**src/rtl/delay_scheduler.sv**
```systemverilog
// Shared delay counter: grants one requester at a time in round-robin order,
// counts its delay down and pulses done_pulse to the owner when it expires.
module delay_scheduler #(
  parameter  int unsigned NUM_REQ  = 4,
  parameter  int unsigned BW_DELAY = 32,
  localparam int unsigned BW_ID    = (NUM_REQ > 1) ? $clog2(NUM_REQ) : 1
) (
  input  logic                        clk,
  input  logic                        rstnn,
  input  logic [NUM_REQ-1:0]          req_valid,
  input  logic [NUM_REQ*BW_DELAY-1:0] req_delay,
  output logic [NUM_REQ-1:0]          req_ready,
  input  logic                        abort,
  output logic [NUM_REQ-1:0]          done_pulse,
  output logic                        busy,
  output logic [BW_ID-1:0]            active_id,
  output logic [BW_DELAY-1:0]         remaining
);

  typedef enum logic {
    S_IDLE  = 1'b0,
    S_COUNT = 1'b1
  } state_t;

  state_t               r_state;
  logic [BW_ID-1:0]     r_rr_ptr;
  logic [BW_ID-1:0]     r_active_id;
  logic [BW_DELAY-1:0]  r_remaining;
  logic [NUM_REQ-1:0]   r_done;
  logic                 r_busy;

  logic                 w_found;
  logic [BW_ID-1:0]     w_gid;
  logic [BW_ID-1:0]     w_idx;
  logic [BW_ID-1:0]     w_next_ptr;
  logic [BW_DELAY-1:0]  w_gdelay;

  // First valid requester at or after the round-robin pointer, with wrap.
  always_comb begin
    w_found = 1'b0;
    w_gid   = '0;
    w_idx   = r_rr_ptr;
    for (int unsigned k = 0; k < NUM_REQ; k++) begin
      if (!w_found && req_valid[w_idx]) begin
        w_found = 1'b1;
        w_gid   = w_idx;
      end
      w_idx = (w_idx == BW_ID'(NUM_REQ - 1)) ? '0 : w_idx + BW_ID'(1);
    end
  end

  always_comb begin
    w_gdelay = '0;
    for (int unsigned i = 0; i < NUM_REQ; i++) begin
      if (w_gid == BW_ID'(i)) w_gdelay = req_delay[i*BW_DELAY +: BW_DELAY];
    end
  end

  assign w_next_ptr = (w_gid == BW_ID'(NUM_REQ - 1)) ? '0 : w_gid + BW_ID'(1);

  // Grant is offered only while idle and out of reset.
  assign req_ready = (rstnn && (r_state == S_IDLE) && w_found) ?
                     (NUM_REQ'(1) << w_gid) : '0;

  always_ff @(posedge clk or negedge rstnn) begin
    if (!rstnn) begin
      r_state     <= S_IDLE;
      r_rr_ptr    <= '0;
      r_active_id <= '0;
      r_remaining <= '0;
      r_done      <= '0;
      r_busy      <= 1'b0;
    end else begin
      r_done <= '0;
      case (r_state)
        S_IDLE: begin
          if (w_found) begin
            r_remaining <= w_gdelay;
            r_active_id <= w_gid;
            r_rr_ptr    <= w_next_ptr;
            r_state     <= S_COUNT;
            r_busy      <= 1'b1;
          end
        end
        S_COUNT: begin
          // Abort takes priority over a completion on the same edge.
          if (abort) begin
            r_state     <= S_IDLE;
            r_remaining <= '0;
            r_active_id <= '0;
            r_busy      <= 1'b0;
          end else if (r_remaining == '0) begin
            r_done      <= NUM_REQ'(1) << r_active_id;
            r_state     <= S_IDLE;
            r_remaining <= '0;
            r_active_id <= '0;
            r_busy      <= 1'b0;
          end else begin
            r_remaining <= r_remaining - BW_DELAY'(1);
          end
        end
        default: r_state <= S_IDLE;
      endcase
    end
  end

  assign done_pulse = r_done;
  assign busy       = r_busy;
  assign active_id  = r_active_id;
  assign remaining  = r_remaining;

  // A waiting requester must keep its request up until it is granted.
  for (genvar gi = 0; gi < NUM_REQ; gi++) begin : g_hold_chk
    a_hold_valid: assert property (@(posedge clk) disable iff (!rstnn)
      (req_valid[gi] && !req_ready[gi]) |=> req_valid[gi]);
  end

endmodule
```
**config.mk**
```make
export PLATFORM = sky130hd
export DESIGN_NAME = delay_scheduler
export DESIGN_NICKNAME = d
export VERILOG_FILES = /design/src/rtl/delay_scheduler.sv
export SDC_FILE = /design/constraint.sdc
export NUM_CORES = 1
export LEC_CHECK = 0
export ABC_AREA = 0
export ABC_CLOCK_PERIOD_IN_PS = 5300
export CAP_MARGIN = 30
export CORE_MARGIN = 4
export CORE_UTILIZATION = 42
export DETAILED_ROUTE_END_ITERATION = 10
export PLACE_DENSITY = 0.93
export SLEW_MARGIN = 10
export SYNTH_ARGS = -nofsm -noshare
export SYNTH_HDL_FRONTEND = slang
export SYNTH_SLANG_ARGS = --single-unit
```
**constraint.sdc**
```tcl
create_clock -name clk -period 5.3 [get_ports clk]
set_clock_uncertainty 0.2 [all_clocks]
set_input_delay 0.795 -clock clk [delete_from_list [all_inputs] [get_ports clk]]
set_output_delay 0.795 -clock clk [all_outputs]
set_load 0.01 [all_outputs]
```
==> flow_metrics.py <==
metrics = {
    "cells_and_area": {
        "layout-drive-gt1-share_pct": 5.511,
        "final_common_cell": "clkdlybuf4s50_1",
        "fillers": 709,
        "final_area_mm2": 0.005613,
        "multi_input_area_mm2": 0.002415,
        "diodes": 0,
        "regArea_mm2": 0.001051,
        "nets": 757,
        "syn_to_final_growth_pct": 51.71,
        "final_cell_mix": "clkdlybuf4s50_1, dfrtp_1, a21oi_1",
    },
    "power": {
        "ir_worst_vdd_v": 0.0005795,
        "combPwrFrac_pct": 78.2,
        "power_density_mw_per_mm2": 719.6,
        "clkPwrFrac_pct": 5.5,
        "total_leakage_power_nw": 2.174,
        "power_switching_share_pct": 51.04,
        "p_int_w": 0.001977,
        "seq_power_share_pct": 16.3,
        "power_switching_w": 0.002062,
    },
    "logic_synthesis": {
        "synth_top_family_by_area": "compound AO/OA/AOI/OAI gates",
        "yosysTopAreaCellShare_pct": 28.41,
        "synth_ff_type": "dfrtp_1",
        "synthesis.nets": 604,
        "seq_area_frac_synth_pct": 28.41,
        "synth_seq_cells": 42,
        "netlist_area_mm2": 0.003700,
        "ys_warn_count": 0,
        "synth.avg_cell_area_um2": 7.991,
        "synth.distinct_cells": 64,
        "synthSimpleGateAreaFrac_pct": 21.75,
        "synthArstFlopShare_pct": 100.0,
        "synth-edff-count": 0,
        "synth.largest_area_cell": "dfrtp_1",
        "synthCells": 463,
        "synth-compound-area-share_pct": 34.90,
        "synthMuxAreaShare_pct": 1.759,
        "synth_xor_area_share_pct": 4.261,
        "yosys.area_share.adder_pct": 2.029,
        "synthTopCellsByArea": "dfrtp_1, a221o_1, a221oi_1, a21oi_1, nor3_1",
    },
    "grt": {
        "grt-ovfl-total": 0,
        "grtUsageTotal_pct": 27.53,
        "grt_max_degree": 65,
        "antenna_found_initial": 0,
        "grt_pass1_wl_um": 22290,
        "grt_pass1_vias": 4281,
    },
    "worst_setup_path": {
        "cp_max_fo": 14,
        "cp-start-kind": "register",
        "end_kind": "output pin",
        "critPathRequiredTime_ns": 4.30,
        "path_class": "reg -> out",
        "reg2regPathDepth": 14,
        "worstPathArrival_ns": 3.86,
    },
    "place": {
        "placed_area_mm2": 0.005518,
        "gp_congestion": 0.9375,
        "dpl.hpwl_um": 11500,
        "port_buffers": 177,
    },
    "hold_path": {
        "hold_path.class": "reg -> reg",
        "whs_path_depth": 2,
    },
    "route": {
        "drt_pass1_iterations": 5,
        "wirelength_um": 14720,
        "drt_drc_violations_left": 0,
        "routed-via-count": 4550,
        "drt-initial-drc-count": 471,
        "ant_nets": 0,
        "vias_per_cell": 6.302,
        "post_drt_wl_per_cell_um": 20.38,
    },
    "clock_network": {
        "cts_resized": 0,
        "htreeDepth": 2,
        "clockBufferDepth": 2,
        "cts-buffers-inserted": 5,
        "clock_sink_count": 42,
        "clkTransAtPathRegs_ns": 0.08,
        "cts.hold.buffers_added": 0,
        "post_cts_buffers": 0,
        "ctsRootBufferMaster": "clkbuf_8",
        "cts_tree": "built",
        "clk-insertion-delay-late_ns": 0.30,
    },
    "timing": {
        "rsz0062_at_grt": "false",
        "max_freq_mhz": 205.9,
        "worst_slew_pin_slew_ns": 0.8073,
        "maxSlewHeadroom_pct": 45.76,
        "drv_slew": 0,
        "fin_crit_sh_pct": 91.64,
        "setup-violations-final": 0,
        "tns_ns": 0,
        "period_minus_slack_ns": 4.857,
        "finalHoldViolations": 0,
    },
    "run_status": {
        "status": "complete, no violations",
    },
    "floorplanning": {
        "rows": 33,
        "fp.dieH_um": 101.9,
        "die_area_mm2": 0.01037,
        "initial_core_util_pct": 44.14,
        "core_mm2": 0.008382,
        "io_pins": 178,
        "die_w_um": 101.9,
    },
    "job": {
        "drv_cap": 0,
    },
}
[critical path, stage by stage, from the launching register on]
cell,delay (ns)
dfrtp_1,0.53
ha_1,0.62
mux4_2,0.55
or3_4,0.36
nand2_1,0.15
a32o_1,0.30
ha_1,0.33
and3_1,0.19
clkdlybuf4s50_1,0.53
[layout make-up]
cell class | instances | area share (%)
Timing Repair Buffer | 185 | 32.55
Sequential cell | 42 | 18.72
Tap cell | 105 | 2.341
Clock buffer | 6 | 1.471
Clock inverter | 2 | 0.2229
Inverter | 25 | 1.672
Multi-Input combinational cell | 357 | 43.02
[logic make-up after synthesis]
logic type | after synthesis
AO/OA/AOI/OAI | 176
AND/OR/NAND/NOR | 152
buffers and inverters | 64
flip-flops | 42
XOR/XNOR | 18
adder cells (fa/ha/maj) | 6
multiplexers | 5
[sequential cells by signal (all words and copies together) (netlist names)]
name        flops
done_pulse      4
active_id       2
busy            1
r_rr_ptr        2
remaining      32
r_state         1
[power groups by stage]
stage          Clock, W  Combinational (W)  Sequential [W]
2_1_floorplan         0            0.00214        0.000649
3_3_place_gp          0            0.00304        0.000647
3_5_place_dp          0            0.00310        0.000656
4_1_cts        0.000223            0.00311        0.000650
5_1_grt        0.000235            0.00345        0.000679
6_report       0.000221            0.00316        0.000658
[cells in the mapped netlist, drive strengths merged (3+ instances only)]
| cell | n |
|---|---|
| or2 | 4 |
| or4 | 4 |
| a211oi | 13 |
| clkbuf | 30 |
| a21o | 3 |
| ha | 6 |
| a31o | 4 |
| o22ai | 15 |
| o31ai | 6 |
| dfrtp | 42 |
| nor4 | 6 |
| nor2b | 19 |
| xnor2 | 9 |
| buf | 9 |
| nand3 | 5 |
| nor2 | 27 |
| xor2 | 9 |
| a221oi | 23 |
| nand2 | 32 |
| and3 | 4 |
| inv | 24 |
| o311ai | 3 |
| nand4b | 4 |
| nor3b | 3 |
| o211ai | 3 |
| o32ai | 5 |
| o21ai | 23 |
| a221o | 24 |
| nor3 | 30 |
| a21oi | 36 |
| or3 | 8 |
[path summary, 6_finish.rpt]
path,from,to,slack [ns]
min in group asynchronous,rstnn,done_pulse[2],0.36
max reg2reg,r_rr_ptr[0],remaining[11],0.84
min,busy,busy,0.35
max,r_rr_ptr[0],req_ready[1],0.44
min reg2reg,busy,busy,0.35
max in group asynchronous,rstnn,r_rr_ptr[0],4.15
[layer usage]
metal / vias up / wire, um / part of all wire, % / GRT usage [%]
met2: 287 / 6956 / 47 / 44.32
met5: - / 0 / 0 / 0
met1: 2139 / 5876 / 40 / 37.20
li1: 2091 / - / - / -
met3: 33 / 1495 / 10 / 6.075
met4: 0 / 387 / 2.6 / 8.476
[per-stage QoR]
stage                     hold slack (ns)  std cells  setup WS, ns  util [%]  power [W]
after floorplan                    0.2994        463        0.8421         -   0.002787
after global placement             0.3362        714        0.6505     65.83   0.003690
after detailed placement           0.3427        714        0.6015     65.83   0.003760
after CTS                          0.3582        722        0.4927     66.97   0.003987
after global routing               0.3856        722        0.2643     66.97   0.004367
final                              0.3534        722        0.4429     66.97   0.004039
(Power assumes the default switching activity.)
